<file path="src/rtl/pipeline_pkg.sv">
// Shared encodings for the RV32I pipeline hazard controller.
// Latency: n/a (types, constants and a pure helper function only).
// Backpressure: n/a.
package pipeline_pkg;

  localparam int REG_W = 5;

  // Forwarding mux selects for the E-stage ALU operands
  localparam logic [1:0] FWD_RF = 2'b00;  // register file value
  localparam logic [1:0] FWD_W  = 2'b01;  // ResultW
  localparam logic [1:0] FWD_M  = 2'b10;  // ALUResultM

  // resultSrc encoding that marks a load
  localparam logic [1:0] RES_LOAD = 2'b01;

  // Data-memory wait FSM states
  typedef enum logic [1:0] {
    ST_RUN      = 2'd0,
    ST_MEM_WAIT = 2'd1,
    ST_FAULT    = 2'd2
  } mem_state_e;

  // Per-stage hold/bubble controls
  typedef struct packed {
    logic stallF;
    logic stallD;
    logic stallE;
    logic stallM;
    logic flushD;
    logic flushE;
    logic flushW;
  } hz_ctrl_t;

  // Operand bypass select: the younger M result beats W; x0 never forwards
  function automatic logic [1:0] fwd_sel(input logic [REG_W-1:0] rs,
                                         input logic [REG_W-1:0] rd_m,
                                         input logic             wr_m,
                                         input logic [REG_W-1:0] rd_w,
                                         input logic             wr_w);
    logic [1:0] sel;
    sel = FWD_RF;
    if (wr_m && (rd_m != '0) && (rd_m == rs)) begin
      sel = FWD_M;
    end else if (wr_w && (rd_w != '0) && (rd_w == rs)) begin
      sel = FWD_W;
    end
    return sel;
  endfunction

endpackage

</file>
<file path="src/rtl/pipeline_hazard_ctrl_if.sv">
// Signal bundle between the pipeline datapath and the hazard controller.
// Latency: n/a (wires only).
// Backpressure: dmemReadyM is the memory's completion handshake for dmemReqM.
interface pipeline_hazard_ctrl_if #(
  parameter int unsigned PERF_W = 32
);
  import pipeline_pkg::*;

  logic [REG_W-1:0]  rs1D;
  logic [REG_W-1:0]  rs2D;
  logic [REG_W-1:0]  rs1E;
  logic [REG_W-1:0]  rs2E;
  logic [REG_W-1:0]  rdE;
  logic [1:0]        resultSrcE;
  logic              pcSrcE;
  logic [REG_W-1:0]  rdM;
  logic              regWriteM;
  logic              memAccessM;
  logic [REG_W-1:0]  rdW;
  logic              regWriteW;
  logic              dmemReadyM;

  logic              dmemReqM;
  logic [1:0]        forwardAE;
  logic [1:0]        forwardBE;
  logic              stallF;
  logic              stallD;
  logic              stallE;
  logic              stallM;
  logic              flushD;
  logic              flushE;
  logic              flushW;
  logic              memFault;
  logic [PERF_W-1:0] stallCycles;

  // Datapath side: supplies stage info, consumes controls
  modport master (
    output rs1D, rs2D, rs1E, rs2E, rdE, resultSrcE, pcSrcE,
           rdM, regWriteM, memAccessM, rdW, regWriteW, dmemReadyM,
    input  dmemReqM, forwardAE, forwardBE, stallF, stallD, stallE, stallM,
           flushD, flushE, flushW, memFault, stallCycles
  );

  // Hazard controller side
  modport slave (
    input  rs1D, rs2D, rs1E, rs2E, rdE, resultSrcE, pcSrcE,
           rdM, regWriteM, memAccessM, rdW, regWriteW, dmemReadyM,
    output dmemReqM, forwardAE, forwardBE, stallF, stallD, stallE, stallM,
           flushD, flushE, flushW, memFault, stallCycles
  );

endinterface

</file>
<file path="src/rtl/mem_wait_fsm.sv">
// Freezes the pipeline while a data-memory access in M is outstanding; times out to a sticky fault.
// Latency: memStall/dmemReqM are combinational from state and inputs; state advances each clk.
// Backpressure: waits on dmemReadyM for up to MEM_TIMEOUT MEM_WAIT cycles, then stalls forever.
module mem_wait_fsm #(
  parameter int unsigned MEM_TIMEOUT = 16
) (
  input  logic clk,
  input  logic rst,
  input  logic memAccessM,
  input  logic dmemReadyM,
  output logic memStall,
  output logic dmemReqM,
  output logic memFault
);
  import pipeline_pkg::*;

  localparam logic [7:0] TIMEOUT_C = 8'(MEM_TIMEOUT);

  mem_state_e state_q, state_d;
  logic [7:0] wait_cnt_q, wait_cnt_d;

  // State and wait-counter registers; reset drops straight back to RUN
  always_ff @(posedge clk or posedge rst) begin
    if (rst) begin
      state_q    <= ST_RUN;
      wait_cnt_q <= 8'd0;
    end else begin
      state_q    <= state_d;
      wait_cnt_q <= wait_cnt_d;
    end
  end

  // Next state, request and stall decode
  always_comb begin
    state_d    = state_q;
    wait_cnt_d = wait_cnt_q;
    memStall   = 1'b0;
    dmemReqM   = 1'b0;
    unique case (state_q)
      ST_RUN: begin
        dmemReqM = memAccessM;
        // A ready-in-the-same-cycle access completes without a stall
        if (memAccessM && !dmemReadyM) begin
          memStall   = 1'b1;
          state_d    = ST_MEM_WAIT;
          wait_cnt_d = 8'd1;
        end
      end
      ST_MEM_WAIT: begin
        // M is frozen, so the request is held regardless of memAccessM
        dmemReqM = 1'b1;
        if (dmemReadyM) begin
          state_d    = ST_RUN;
          wait_cnt_d = 8'd0;
        end else begin
          memStall = 1'b1;
          if (wait_cnt_q == TIMEOUT_C) begin
            state_d = ST_FAULT;
          end else begin
            wait_cnt_d = wait_cnt_q + 8'd1;
          end
        end
      end
      ST_FAULT: begin
        memStall = 1'b1;
      end
      default: begin
        state_d    = ST_RUN;
        wait_cnt_d = 8'd0;
      end
    endcase
  end

  assign memFault = (state_q == ST_FAULT);

endmodule

</file>
<file path="src/rtl/pipeline_hazard_ctrl.sv">
// Forwarding, load-use, control-hazard and memory-wait stall scheduling for the 5-stage pipeline.
// Latency: all controls combinational; only the memory FSM and stall counter are registered.
// Backpressure: a pending data-memory access freezes F..M and bubbles W until dmemReadyM.
module pipeline_hazard_ctrl #(
  parameter int unsigned MEM_TIMEOUT = 16,
  parameter int unsigned PERF_W      = 32
) (
  input  logic                   clk,
  input  logic                   rst,
  pipeline_hazard_ctrl_if.slave  hz
);
  import pipeline_pkg::*;

  logic              mem_stall;
  logic              load_use;
  hz_ctrl_t          ctrl;
  logic [PERF_W-1:0] stall_cnt_q;

  mem_wait_fsm #(
    .MEM_TIMEOUT (MEM_TIMEOUT)
  ) u_mem_wait_fsm (
    .clk        (clk),
    .rst        (rst),
    .memAccessM (hz.memAccessM),
    .dmemReadyM (hz.dmemReadyM),
    .memStall   (mem_stall),
    .dmemReqM   (hz.dmemReqM),
    .memFault   (hz.memFault)
  );

  assign hz.forwardAE = fwd_sel(hz.rs1E, hz.rdM, hz.regWriteM, hz.rdW, hz.regWriteW);
  assign hz.forwardBE = fwd_sel(hz.rs2E, hz.rdM, hz.regWriteM, hz.rdW, hz.regWriteW);

  // Stall/flush priority: memory freeze > redirect > load-use bubble
  always_comb begin
    ctrl     = '0;
    load_use = 1'b0;
    if (mem_stall) begin
      // Everything holds; a pending redirect stays in E and fires on release
      ctrl.stallF = 1'b1;
      ctrl.stallD = 1'b1;
      ctrl.stallE = 1'b1;
      ctrl.stallM = 1'b1;
      ctrl.flushW = 1'b1;
    end else begin
      load_use = (hz.resultSrcE == RES_LOAD) && (hz.rdE != '0) &&
                 ((hz.rdE == hz.rs1D) || (hz.rdE == hz.rs2D));
      if (hz.pcSrcE) begin
        // Redirect kills the dependent instruction anyway, so F must load the new PC
        ctrl.flushD = 1'b1;
        ctrl.flushE = 1'b1;
      end else if (load_use) begin
        ctrl.stallF = 1'b1;
        ctrl.stallD = 1'b1;
        ctrl.flushE = 1'b1;
      end
    end
  end

  assign hz.stallF = ctrl.stallF;
  assign hz.stallD = ctrl.stallD;
  assign hz.stallE = ctrl.stallE;
  assign hz.stallM = ctrl.stallM;
  assign hz.flushD = ctrl.flushD;
  assign hz.flushE = ctrl.flushE;
  assign hz.flushW = ctrl.flushW;

  // Saturating count of cycles in which fetch is held
  always_ff @(posedge clk or posedge rst) begin
    if (rst) begin
      stall_cnt_q <= '0;
    end else if (ctrl.stallF && (stall_cnt_q != '1)) begin
      stall_cnt_q <= stall_cnt_q + PERF_W'(1);
    end
  end

  assign hz.stallCycles = stall_cnt_q;

endmodule
</file>
<file path="src/flat_wrapper.sv">
// flat-port wrapper written by rule: the top's interface ports become plain ports
module pipeline_hazard_ctrl_flat import pipeline_pkg::*;
#(
  parameter int unsigned MEM_TIMEOUT = 16,
  parameter int unsigned PERF_W      = 32
)
  (clk, rst, hz_rs1D, hz_rs2D, hz_rs1E, hz_rs2E, hz_rdE, hz_resultSrcE, hz_pcSrcE, hz_rdM, hz_regWriteM, hz_memAccessM, hz_rdW, hz_regWriteW, hz_dmemReadyM, hz_dmemReqM, hz_forwardAE, hz_forwardBE, hz_stallF, hz_stallD, hz_stallE, hz_stallM, hz_flushD, hz_flushE, hz_flushW, hz_memFault, hz_stallCycles);
  pipeline_hazard_ctrl_if #(.PERF_W(PERF_W)) hz_i ();
  input  logic clk;
  input  logic rst;
  input wire logic [$bits(hz_i.rs1D)-1:0] hz_rs1D;
  input wire logic [$bits(hz_i.rs2D)-1:0] hz_rs2D;
  input wire logic [$bits(hz_i.rs1E)-1:0] hz_rs1E;
  input wire logic [$bits(hz_i.rs2E)-1:0] hz_rs2E;
  input wire logic [$bits(hz_i.rdE)-1:0] hz_rdE;
  input wire logic [$bits(hz_i.resultSrcE)-1:0] hz_resultSrcE;
  input wire logic [$bits(hz_i.pcSrcE)-1:0] hz_pcSrcE;
  input wire logic [$bits(hz_i.rdM)-1:0] hz_rdM;
  input wire logic [$bits(hz_i.regWriteM)-1:0] hz_regWriteM;
  input wire logic [$bits(hz_i.memAccessM)-1:0] hz_memAccessM;
  input wire logic [$bits(hz_i.rdW)-1:0] hz_rdW;
  input wire logic [$bits(hz_i.regWriteW)-1:0] hz_regWriteW;
  input wire logic [$bits(hz_i.dmemReadyM)-1:0] hz_dmemReadyM;
  output wire logic [$bits(hz_i.dmemReqM)-1:0] hz_dmemReqM;
  output wire logic [$bits(hz_i.forwardAE)-1:0] hz_forwardAE;
  output wire logic [$bits(hz_i.forwardBE)-1:0] hz_forwardBE;
  output wire logic [$bits(hz_i.stallF)-1:0] hz_stallF;
  output wire logic [$bits(hz_i.stallD)-1:0] hz_stallD;
  output wire logic [$bits(hz_i.stallE)-1:0] hz_stallE;
  output wire logic [$bits(hz_i.stallM)-1:0] hz_stallM;
  output wire logic [$bits(hz_i.flushD)-1:0] hz_flushD;
  output wire logic [$bits(hz_i.flushE)-1:0] hz_flushE;
  output wire logic [$bits(hz_i.flushW)-1:0] hz_flushW;
  output wire logic [$bits(hz_i.memFault)-1:0] hz_memFault;
  output wire logic [$bits(hz_i.stallCycles)-1:0] hz_stallCycles;
  assign hz_i.rs1D = hz_rs1D;
  assign hz_i.rs2D = hz_rs2D;
  assign hz_i.rs1E = hz_rs1E;
  assign hz_i.rs2E = hz_rs2E;
  assign hz_i.rdE = hz_rdE;
  assign hz_i.resultSrcE = hz_resultSrcE;
  assign hz_i.pcSrcE = hz_pcSrcE;
  assign hz_i.rdM = hz_rdM;
  assign hz_i.regWriteM = hz_regWriteM;
  assign hz_i.memAccessM = hz_memAccessM;
  assign hz_i.rdW = hz_rdW;
  assign hz_i.regWriteW = hz_regWriteW;
  assign hz_i.dmemReadyM = hz_dmemReadyM;
  assign hz_dmemReqM = hz_i.dmemReqM;
  assign hz_forwardAE = hz_i.forwardAE;
  assign hz_forwardBE = hz_i.forwardBE;
  assign hz_stallF = hz_i.stallF;
  assign hz_stallD = hz_i.stallD;
  assign hz_stallE = hz_i.stallE;
  assign hz_stallM = hz_i.stallM;
  assign hz_flushD = hz_i.flushD;
  assign hz_flushE = hz_i.flushE;
  assign hz_flushW = hz_i.flushW;
  assign hz_memFault = hz_i.memFault;
  assign hz_stallCycles = hz_i.stallCycles;
  pipeline_hazard_ctrl #(.MEM_TIMEOUT(MEM_TIMEOUT), .PERF_W(PERF_W)) u_core (.clk(clk), .rst(rst), .hz(hz_i));
endmodule
</file>
<file path="config.mk">
export PLATFORM = sky130hd
export DESIGN_NAME = pipeline_hazard_ctrl_flat
export DESIGN_NICKNAME = d
export VERILOG_FILES = /design/src/rtl/pipeline_pkg.sv /design/src/rtl/pipeline_hazard_ctrl_if.sv /design/src/rtl/mem_wait_fsm.sv /design/src/rtl/pipeline_hazard_ctrl.sv /design/src/flat_wrapper.sv
export SDC_FILE = /design/constraint.sdc
export NUM_CORES = 1
export LEC_CHECK = 0
export BUFFER_PORTS_ARGS = -buffer_cell sky130_fd_sc_hd__buf_4
export CAP_MARGIN = 5
export CORE_AREA = 8 8 111 113
export DETAILED_ROUTE_END_ITERATION = 8
export DIE_AREA = 0 0 119 121
export GPL_TIMING_DRIVEN = 0
export PLACE_DENSITY = 0.52
export SYNTH_ARGS = -nofsm -noshare
export SYNTH_HDL_FRONTEND = slang
export SYNTH_SLANG_ARGS = --single-unit
</file>
<file path="constraint.sdc">
create_clock -name clk -period 5.79 [get_ports clk]
set_clock_uncertainty 0.05 [all_clocks]
set_input_delay 0.579 -clock clk [delete_from_list [all_inputs] [get_ports clk]]
set_output_delay 0.579 -clock clk [all_outputs]
set_load 0.02 [all_outputs]
</file>
==> flow_summary.toml <==
[outcome]
outcome = "completed"

[power]
peakVddDrop_mv = 0.127
p_leak_nw = 1.58
power_mw = 0.815
power.density_nw_per_um2 = 232

[synthesis]
avgSynthCellArea_um2 = 9.48
syn_area_um2 = 2550
syn-num-nets = 316
synth.largest_area_cell = "dfrtp_1"
netlist_instances = 269
synth_area_leaders = "dfrtp_1 41%, xnor2_1 12%, xor2_1 9.6%"
synth-edff-count = 0
ys.warnings.count = 0
ys_types = 38
synth_top_flop_cell = "dfrtp_1"
yosys.area.top_type_share_pct = 41.2
yosys_register_bits = 42
seq_area_frac_synth_pct = 41.2
async_flop_share_pct = 100

[floorplanning]
io_pins = 89
die_w_um = 119
die_area_um2 = 14400
rows = 38
start_util_pct = 24.1
fp.dieH_um = 121
core_area_um2 = 10600

[critical_path]
reg2reg_depth = 10
crit_chain = "buf_4 -> or4_1 -> o21ai_0 -> nor4_1 -> nor4_1 -> buf_4"
path_class = "in -> out"
r2r_setup_slack_ns = 3.41
crit_arrival_ns = 2.05
setup.worst_path.start_class = "input pin"
r2r_end = "u_core.u_mem_wait_fsm.wait_cnt_q[7]"
critPathMaxStageDelay_ns = 0.50
cp_slowest_cell = "or4_1"
required_ns = 5.16
worstReg2RegStart = "u_core.u_mem_wait_fsm.wait_cnt_q[0]"
crit_path_end_kind = "output pin"
worstPathMaxFanout = 3

[timing]
holdWs_ns = 0.218
finalCritPeriodShare_pct = 46.3
rsz0062_at_grt = "false"
tns_ns = 0
clock.fmax_mhz = 373
slew_viol_final = 0
tightest_slew_ns = 0.651
finalCriticalPeriod_ns = 2.68
setup_violations = 0
slew_headroom_pct = 56.1
final-hold-violation-count = 0
layout_setup_ws_ns = 3.11

[final_layout]
final_common_cell = "buf_4"
final_cell_mix = "92 x buf_4, 42 x dfrtp_1, 36 x xnor2_1"
n_antenna_cell = 0
drive_above_1_share_pct = 30.1
utilization_pct = 33.2
final_area_um2 = 3520
nets = 412
layout.cells.non_filler = 506
area_delta_synth_final_pct = 37.9

[drt]
final_antenna_net_count = 0
drc = 0
drt_iter0_drc = 135
drtPass1Iterations = 4
viasPerCell = 4.48
drt_wl_total_mm = 6.71
wire_per_inst_um = 13.3
vias = 2269

[job]
maxCapViolCount = 0

[global_routing]
antenna_found_initial = 0
grt_pass1_vias = 2408
grt_max_degree = 26
grt_overflow = 0
grt.total_usage_pct = 9.55
grt_pass1_wl_mm = 11.5

[cts]
cts.sinks = 42
post_cts_buffers = 0
cts_resized = 0
cts_root_buffer = "clkbuf_8"
clockBufferDepth = 2
cts_tree = "yes"
clkLatencyLatePin_ns = 0.29
cts_buffers = 5
clk_pin_slew_ns = 0.08
htreeDepth = 2
ctsHoldBuffers = 0

[placed_design]
dp_cells = 498
pre_cts_ws_ns = 3.03
routabilityCongestion = 0.780
io_buffers = 88
hpwl_mm = 5.47
place_area_um2 = 3410

[worst_hold_path]
hold_path_class = "in -> async"
sequential cells by signal, indices dropped and copies added, names as in the netlist:
| name | flops |
|---|---|
| u_core.hz.stallCycles | 32 |
| u_core.u_mem_wait_fsm.state_q | 2 |
| u_core.u_mem_wait_fsm.wait_cnt_q | 8 |
routing by layer:
metal	part of all wire, %	track usage [%]	up-vias
li1	-	-	1120
met1	47	12.1	1058
met2	43	14.3	87
met3	9.2	4.09	4
met4	0.91	3.00	0
met5	0	0	-
area by class of cell:
class / instances / area (µm²)
fill: 1121 / 7090
buffer: 10 / 60.1
inverter: 8 / 30.0
tap: 140 / 175
multi-input combinational: 209 / 1410
sequential: 42 / 1050
clock inverter: 2 / 37.5
clock buffer: 6 / 72.6
timing repair buffer: 89 / 681
synthesized netlist by cell type (all sizes together), types with 2 or more instances:
library cell,number
dfrtp,42
xnor2,36
xor2,28
nor2,25
nand3,22
nand2,17
nand4,11
and3,10
nor3,10
inv,8
o21ai,7
nor4,6
a21oi,5
buf,5
clkbuf,5
or4,5
and4,4
and2,3
ha,3
a21boi,2
mux2,2
nand2b,2
nor3b,2
o22ai,2
logic make-up after synthesis:
family                   synth area share [%]
flip-flops                               41.2
buffers and inverters                    3.53
adder cells (fa/ha/maj)                  1.47
XOR/XNOR                                 22.0
AO/OA/AOI/OAI                            5.64
multiplexers                             1.28
AND/OR/NAND/NOR                          24.9
power by group:
part	switching, mW	leakage [nW]	internal [mW]
Sequential	0.0373	0.561	0.318
Clock	0.105	0.0514	0.129
Combinational	0.121	0.967	0.104
Total	0.263	1.58	0.551
worst max-delay path: cells and delay by family:
family                 cells  cell delay [ns]
and+or+nand+nor            3             0.93
buffers and inverters      2             0.32
AOI/OAI and AO/OA          1             0.23
worst max-delay path by stage:
stage	startpoint	end	slack (ns)	depth (start not counted)
after detailed placement	hz_rdE[2]	u_core.hz.stallCycles[14]	3.03	9
after global placement	hz_rdE[2]	u_core.hz.stallCycles[14]	3.05	9
after global routing	hz_rdM[0]	hz_forwardAE[0]	2.94	6
final	hz_rdM[0]	hz_forwardAE[0]	3.11	6
after CTS	hz_rdM[0]	hz_forwardAE[0]	3.05	6
after floorplan	hz_rdM[0]	hz_forwardAE[0]	2.96	4
Note: power is estimated with default switching activity, not from simulation.
